### src/rtl/usb_hub_port_scheduler_pkg.sv
// Shared types and helpers for the hub port scheduler.
// Holds the state encoding and the index-width helper.
package usb_hub_port_scheduler_pkg;

  typedef enum logic [1:0] {
    SCHED_IDLE  = 2'd0,
    SCHED_GRANT = 2'd1,
    SCHED_GUARD = 2'd2
  } sched_state_t;

  // Index width for n items, never below one bit.
  function automatic int idx_w(input int n);
    return (n > 1) ? $clog2(n) : 1;
  endfunction

endpackage

### src/rtl/usb_hub_port_scheduler_rr_arbiter.sv
// Rotating-pointer first-set-bit search.
// Searches from ptr+1 upward, wrapping modulo N.
module usb_hub_port_scheduler_rr_arbiter
  import usb_hub_port_scheduler_pkg::*;
#(
  parameter  int N  = 2,
  localparam int IW = idx_w(N)
) (
  input  logic [N-1:0]  req,
  input  logic [IW-1:0] ptr,
  output logic [IW-1:0] sel,
  output logic [N-1:0]  onehot,
  output logic          any_req
);

  logic [IW:0]    start;
  logic [2*N-1:0] dbl;
  logic [N-1:0]   rot;
  int             s;

  // Rotate the request vector so bit 0 is the slot after ptr.
  always_comb begin
    start   = {1'b0, ptr} + (IW+1)'(1);
    dbl     = {req, req} >> start;
    rot     = dbl[N-1:0];
    any_req = |req;
    s       = 0;
    for (int j = N - 1; j >= 0; j--) begin
      if (rot[j]) s = int'(start) + j;
    end
    if (s >= N) s = s - N;
    sel    = IW'(s);
    onehot = any_req ? (N'(1) << sel) : '0;
  end

endmodule

### src/rtl/usb_hub_port_scheduler.sv
// Round-robin owner of the upstream link.
// One packet per grant, then a turnaround gap.
module usb_hub_port_scheduler
  import usb_hub_port_scheduler_pkg::*;
#(
  parameter  int NUM_USB_DEVICES = 2,
  parameter  int TIMEOUT_CYCLES  = 64,
  parameter  int GUARD_CYCLES    = 2,
  localparam int IW = idx_w(NUM_USB_DEVICES)
) (
  input  logic                       clock,
  input  logic                       reset,
  input  logic [NUM_USB_DEVICES-1:0] port_enable,
  input  logic [NUM_USB_DEVICES-1:0] port_req,
  input  logic [NUM_USB_DEVICES-1:0] port_val,
  input  logic [NUM_USB_DEVICES-1:0] port_last,
  input  logic                       link_ready,
  output logic [NUM_USB_DEVICES-1:0] grant,
  output logic [IW-1:0]              grant_idx,
  output logic                       busy,
  output logic                       timeout_pulse,
  output logic                       abort_pulse
);

  localparam int N  = NUM_USB_DEVICES;
  localparam int WW = $clog2(TIMEOUT_CYCLES) + 1;
  localparam int GW = idx_w(GUARD_CYCLES);

  localparam logic [WW-1:0] WD_LAST = WW'(TIMEOUT_CYCLES - 1);
  localparam logic [GW-1:0] GD_LAST = GW'(GUARD_CYCLES - 1);

  // With no turnaround the release goes straight back to IDLE.
  localparam sched_state_t REL_STATE =
    (GUARD_CYCLES == 0) ? SCHED_IDLE : SCHED_GUARD;

  sched_state_t  state;
  logic [IW-1:0] rr_ptr;
  logic [WW-1:0] wdog;
  logic [GW-1:0] gcnt;
  logic          seen;

  logic [N-1:0]  eff;
  logic [IW-1:0] arb_sel;
  logic [N-1:0]  arb_hot;
  logic          arb_any;

  logic g_val, g_last, g_req, g_en;
  logic fin, tmo, abt, rel;

  assign eff = port_req & port_enable;

  usb_hub_port_scheduler_rr_arbiter #(
    .N (N)
  ) u_arb (
    .req     (eff),
    .ptr     (rr_ptr),
    .sel     (arb_sel),
    .onehot  (arb_hot),
    .any_req (arb_any)
  );

  // Release causes for the granted port, in priority order.
  always_comb begin
    g_val  = |(port_val & grant);
    g_last = |(port_val & port_last & grant);
    g_req  = |(port_req & grant);
    g_en   = |(port_enable & grant);
    fin    = g_last;
    tmo    = !g_val && (wdog == WD_LAST);
    abt    = !fin && !tmo &&
             (!g_en || (!g_req && !seen && !g_val));
    rel    = fin || tmo || abt;
  end

  // Scheduler FSM with registered grant and pulses.
  always_ff @(posedge clock or posedge reset) begin
    if (reset) begin
      state         <= SCHED_IDLE;
      grant         <= '0;
      grant_idx     <= '0;
      busy          <= 1'b0;
      timeout_pulse <= 1'b0;
      abort_pulse   <= 1'b0;
      rr_ptr        <= IW'(N - 1);
      wdog          <= '0;
      gcnt          <= '0;
      seen          <= 1'b0;
    end else begin
      timeout_pulse <= 1'b0;
      abort_pulse   <= 1'b0;
      unique case (state)
        SCHED_IDLE: begin
          if (link_ready && arb_any) begin
            grant     <= arb_hot;
            grant_idx <= arb_sel;
            busy      <= 1'b1;
            rr_ptr    <= arb_sel;
            wdog      <= '0;
            seen      <= 1'b0;
            state     <= SCHED_GRANT;
          end
        end
        SCHED_GRANT: begin
          if (rel) begin
            grant         <= '0;
            busy          <= 1'b0;
            gcnt          <= '0;
            timeout_pulse <= tmo;
            abort_pulse   <= abt;
            state         <= REL_STATE;
          end else if (g_val) begin
            wdog <= '0;
            seen <= 1'b1;
          end else if (wdog != '1) begin
            wdog <= wdog + WW'(1);
          end
        end
        SCHED_GUARD: begin
          if (gcnt == GD_LAST) begin
            state <= SCHED_IDLE;
          end else begin
            gcnt <= gcnt + GW'(1);
          end
        end
        default: state <= SCHED_IDLE;
      endcase
    end
  end

  // Structural invariants of the grant outputs.
  a_onehot: assert property (
    @(posedge clock) disable iff (reset) $onehot0(grant));
  a_busy: assert property (
    @(posedge clock) disable iff (reset) busy == (|grant));
  a_pulse: assert property (
    @(posedge clock) disable iff (reset)
    !(timeout_pulse && abort_pulse));

endmodule

### config.mk
export PLATFORM = sky130hd
export DESIGN_NAME = usb_hub_port_scheduler
export DESIGN_NICKNAME = d
export VERILOG_FILES = /design/src/rtl/usb_hub_port_scheduler_pkg.sv /design/src/rtl/usb_hub_port_scheduler_rr_arbiter.sv /design/src/rtl/usb_hub_port_scheduler.sv
export SDC_FILE = /design/constraint.sdc
export NUM_CORES = 1
export LEC_CHECK = 0
export ABC_CLOCK_PERIOD_IN_PS = 2400
export BUFFER_PORTS_ARGS = -buffer_cell sky130_fd_sc_hd__buf_2
export CAP_MARGIN = 10
export CORE_MARGIN = 2
export CORE_UTILIZATION = 45
export CTS_BUF_LIST = sky130_fd_sc_hd__clkbuf_4 sky130_fd_sc_hd__clkbuf_8 sky130_fd_sc_hd__clkbuf_16
export DETAILED_ROUTE_END_ITERATION = 8
export GPL_TIMING_DRIVEN = 0
export PLACE_DENSITY = 0.73
export SYNTH_ARGS = -nofsm -noshare
export SYNTH_HDL_FRONTEND = slang
export SYNTH_SLANG_ARGS = --single-unit
### constraint.sdc
create_clock -name clock -period 2.4 [get_ports clock]
set_input_delay 0.48 -clock clock [delete_from_list [all_inputs] [get_ports clock]]
set_output_delay 0.48 -clock clock [all_outputs]
set_load 0.02 [all_outputs]
# Word-level counts from Yosys, hierarchy flattened
# Index checks and enable logic that the tools add are counted.
[word_totals]
regBits = 18
out_inout_bits = 6
elab_cells = 92
[classes]
n_addsub = 5
n_lt_le_gt_ge = 1
eq_ne = 10
n_shift = 2
muxes = 29
bitwise_logic = 6
n_reduce_logical = 29
[ops]
columns = ["cell", "count"]
rows = [
  ["two-way mux 32 bit", 2],
  [">= comparator 32 x 3 -> 1 bit, second input constant", 1],
  ["two-way mux 7 bit", 4],
  ["case mux 7 bit (2 select lines)", 1],
  ["AND 2 bit", 6],
  ["two-way mux 2 bit", 6],
  ["two-way mux 1 bit", 11],
  ["inequality test 2 bit, second input constant", 5],
  ["OR reduction 2 bit", 5],
  ["AND reduction 4 bit", 2],
  ["adder 7 x 1 -> 7 bit, second input constant", 1],
  ["equality test 7 x 6 -> 1 bit, second input constant", 1],
  ["inequality test 7 bit, second input constant", 1],
  ["logical AND 1 bit", 6],
  ["logical NOT 1 bit", 6],
  ["case mux 1 bit (2 select lines)", 3],
  ["case mux 2 bit (3 select lines)", 1],
  ["AND reduction 3 bit", 2],
  ["case mux 2 bit (2 select lines)", 1],
  ["AND reduction 2 bit", 2],
  ["nonzero test 2 bit", 2],
  [">> shifter 4 x 2 -> 2 bit", 1],
  ["adder 2 x 1 -> 3 bit, second input constant", 1],
  ["logical OR 1 bit", 3],
  ["other kinds (8)", 8],
]

# Depth between registers and ports, before layout
[logic_depth]
word_depth = 10
mapped_depth = 7
ltp_nobuf = 6

# Hierarchy
# Synthesis repeated with hierarchy kept, for this count alone.
[hier_totals]
cells_unflattened = 99
area_unflattened_um2 = 965.9
[by_module_without_submodules]
columns = ["mod", "n_inst", "cells_each", "area_per_inst_um2", "seq_area_each_um2"]
rows = [
  ["usb_hub_port_scheduler", 1, 94, 933.4, 451.7],
  ["usb_hub_port_scheduler_rr_arbiter", 1, 5, 32.5, 0.0],
]

# Least setup slack after synthesis
# Ideal clock, no wire load.
[synth_timing]
path_kind = "input to register"
start = "input link_ready"
end = "register wdog[4]"
setup_ps = 127
arrival_time_ps = 1729
path_slack_ps = 543
path_stages = 6
n_path_buf = 1
cell_sequence = "or3b_1 > or2_1 > buf_6 > a22oi_4 > o21ai_1 > mux2_1"
[synth_between]
elab_chain_cells = 3
[synth_rtl]
columns = ["item", "line_no", "text"]
rows = [
  ["start, declared", "usb_hub_port_scheduler.sv:17", "input logic link_ready,"],
  ["logical AND 1 bit", "usb_hub_port_scheduler.sv:93", "if (link_ready && arb_any) begin"],
  ["inequality test 2 bit (no source line)", "--", ""],
  ["AND reduction 4 bit (no source line)", "--", ""],
  ["end signal, assigned", "usb_hub_port_scheduler.sv:115", "wdog <= wdog + WW'(1);"],
  ["end, declared", "usb_hub_port_scheduler.sv:38", "logic [WW-1:0] wdog;"],
]
# No other way between the ends.
# A chain may end at the register's enable or synchronous reset.

# Final worst setup path
[layout_timing]
start = "register state[0]"
end = "register wdog[3]"
[layout_between]
elab_chain_cells = 3
word_cells_on_any_way = 8
cone_classes = "eq/ne (4); mux (1); reduce/logical (3)"
[layout_rtl]
columns = ["item", "line_no", "text"]
rows = [
  ["start, declared", "usb_hub_port_scheduler.sv:36", "sched_state_t state;"],
  ["start signal, assigned", "usb_hub_port_scheduler.sv:78", "state <= SCHED_IDLE;"],
  ["start signal, assigned", "usb_hub_port_scheduler.sv:100", "state <= SCHED_GRANT;"],
  ["start signal, assigned", "usb_hub_port_scheduler.sv:110", "state <= REL_STATE;"],
  ["equality test 2 x 1 -> 1 bit or logical NOT 2 bit (tied branches)", "usb_hub_port_scheduler.sv:91", "unique case (state)"],
  ["inequality test 3 bit (no source line) (tied with other cells)", "--", ""],
  ["AND reduction 4 bit (no source line)", "--", ""],
]
# Parallel ways exist; a longest one is shown, timed or not.

==> impl_metrics.tcl <==
set metrics [dict create \
    fin_tns_setup_ns 0 \
    fin_skew_ns 0.001034 \
    numCtsBuffers 3 \
    grt_pass1_wl_um 3201 \
    critPathKind "reg -> reg" \
    drc 0 \
    crit_buf_inv 2 \
    leakagePower_nw 0.5114 \
    syn_avg_cell_area_um2 9.555 \
    globalRouteTotalUtil_pct 16.56 \
    crit_chain "or3b_1 -> or2_1 -> buf_6 -> a22oi_4 -> buf_6 -> nand3_2 -> a22o_1" \
    required_ns 2.59 \
    synthTopCellsByArea "dfrtp_1 45%, a21oi_1 6.3%, nand2_1 4.4%, nand3_1 3.7%, dfstp_2 2.8%" \
    rsz0062_at_grt "false" \
    drv_slew 0 \
    cts.sinks 18 \
    crit_path_end_kind "flop" \
    cts_setup_buffers 0 \
    worstPathArrival_ns 2.10 \
    crit_top_cell "buf_6" \
    cp-start-kind "flop" \
    ctsResizeCount 0 \
    cp_slowest_stage_delay_ns 0.42 \
    grt_pass1_vias 742 \
    p_per_area_nw_per_um2 936.4 \
    setup_ws_ns 0.4936 \
    setup_violations 0 \
    synth_seq_area_share_pct 47.75 \
    grt_start_max_net_pins 19 \
    p_total_mw 1.021 \
    met1_usage_pct 22.57 \
    start_util_pct 47.73 \
    synth_fp_nets 111 \
    holdCritPathClass "in -> async" \
    dr_total_vias 826 \
    die-area_um2 2485 \
    drt-pass1-iter-count 4 \
    yosysTopAreaCell "dfrtp_1" \
    crit_slowest_cell "or3b_1" \
    ys_seq_elements 18 \
    n_antenna_cell 0 \
    layout-drive-gt1-share_pct 21.85 \
    finalHoldViolCount 0 \
    ir_drop_v 0.0005740 \
    fill_cells 187 \
    ant_nets 0 \
    netlist_area_um2 945.9 \
    gp_congestion 0.8051 \
    wl_per_cell_um 12.58 \
    cts_buffer_depth 2 \
    post-route-min-period_ns 1.906 \
    antenna_found_initial 0 \
    dp_hpwl_um 1404 \
    placedCellCount 142 \
    drt-initial-drc-count 25 \
    seqCellArea_um2 451.7 \
    max-slew-margin-rel_pct 56.74 \
    met2_usage_pct 26.67 \
    die_height_um 49.85 \
    layout_commonest_cell "dfrtp_1" \
    clk_latency_ns 0.29 \
    clk_pin_slew_ns 0.11 \
    io_pins 17 \
    drv_cap 0 \
    post-route-period-util_pct 79.43 \
    path_max_fanout 10 \
    vias_per_cell 5.658 \
    tightest_slew_ns 0.6482 \
    run_status "complete, no violations" \
    hold_ws_ns 0.2593 \
    ys_warn_count 0 \
    num_rows 16 \
    root_buffer "clkbuf_4" \
    overflow 0 \
    area_growth_pct 15.21 \
    cts.htree.levels 1 \
    syn_inst 99 \
    cts_tree "yes" \
    multiInputGateArea_um2 449.2 \
    yosysTopAreaCellShare_pct 44.97 \
    layout_common_cells "17 x dfrtp_1, 16 x buf_2, 12 x a21oi_1" \
    top_usage_layer "met2" \
    maxClockFrequency_mhz 524.5 \
    yosysUniqueCellTypes 34 \
    finalNetCount 132 \
    wirelength_um 1836 \
    path_delay_family "simple AND/OR/NAND/NOR gates" \
    layout.cells.non_filler 146 \
    postCtsHoldBufs 0 \
    dp_slack_ns 0.3668 \
    fp.dieW_um 49.85 \
    grt_util_met3_pct 2.727 \
    core_um2 1982 \
    io_buffers 16 \
]
-- per-stage QoR --
step,cell area [µm²],util (%)
after floorplan,945.9,-
after global placement,1060,53.47
after global routing,1090,54.99
after detailed placement,1060,53.47
after CTS,1090,54.99
final,1090,54.99
-- flip-flops by register name (all words and copies together) (netlist names) --
name and flops:
rr_ptr 1, state 2, gcnt 1, abort_pulse 1, busy 1, timeout_pulse 1, seen 1, grant_idx 1
grant 2, wdog 7
-- kinds of logic after synthesis --
group,synth area share (%)
adder cells (fa/ha/maj),1.323
multiplexers,2.249
buffers and inverters,4.762
AO/OA/AOI/OAI,24.21
AND/OR/NAND/NOR,19.71
flip-flops,47.75
-- cell type report --
cell class	instances	share of cell area (%)
Inverter	5	1.722
Timing Repair Buffer	16	7.348
Buffer	3	2.411
Sequential cell	18	41.45
Tap cell	27	3.100
Clock buffer	4	2.755
Multi-Input combinational cell	73	41.22
-- report_power, final --
part / total (mW) / switching [mW] / internal (mW)
registers: 0.455 / 0.0682 / 0.386
logic: 0.395 / 0.234 / 0.161
clock network: 0.171 / 0.0954 / 0.0758
-- worst register-to-register path: cells and delay by family, from the launching register on --
kind                   cells  cell delay, ns
AOI/OAI and AO/OA          2            0.36
buffers and inverters      2            0.30
DFF                        1            0.41
and+or+nand+nor            3            0.74
-- path summary, 6_finish.rpt --
| check | from | endpoint | slack [ns] | depth (start not counted) |
|---|---|---|---|---|
| max | state[0] | wdog[3] | 0.49 | 7 |
| max in group asynchronous | reset | state[1] | 1.73 | 2 |
| max reg2reg | state[0] | wdog[3] | 0.49 | 7 |
| min reg2reg | gcnt | state[1] | 0.47 | 1 |
| min | reset | wdog[6] | 0.26 | 2 |
| min in group clock | gcnt | state[1] | 0.47 | 1 |
-- Yosys cell counts --
master     count
dfrtp_1       17
a21oi_1       12
nand2_1       11
nand3_1        7
nor2_1         7
inv_1          5
o21ai_1        5
a22o_1         3
nor4_1         3
a21o_1         2
a22oi_1        2
buf_6          2
nand2b_1       2
a2111oi_0      1
a221o_1        1
a22oi_4        1
a311oi_1       1
a31oi_1        1
and2_1         1
clkbuf_1       1
dfstp_2        1
ha_1           1
mux2_1         1
mux2i_1        1
nand3_2        1
nand4_1        1
nor2b_1        1
nor4b_1        1
o21a_1         1
o21ai_0        1
o31ai_1        1
o31ai_2        1
or2_1          1
or3b_1         1
-- per-layer routing --
metal | share of wire (%) | routed length [µm] | vias to the layer above
met5 | 0 | 0 | -
met4 | 0.76 | 14 | 0
met3 | 3.1 | 57 | 2
met2 | 51 | 928 | 17
met1 | 45 | 835 | 404
li1 | - | - | 403
Note: power is estimated with default switching activity, not from simulation.
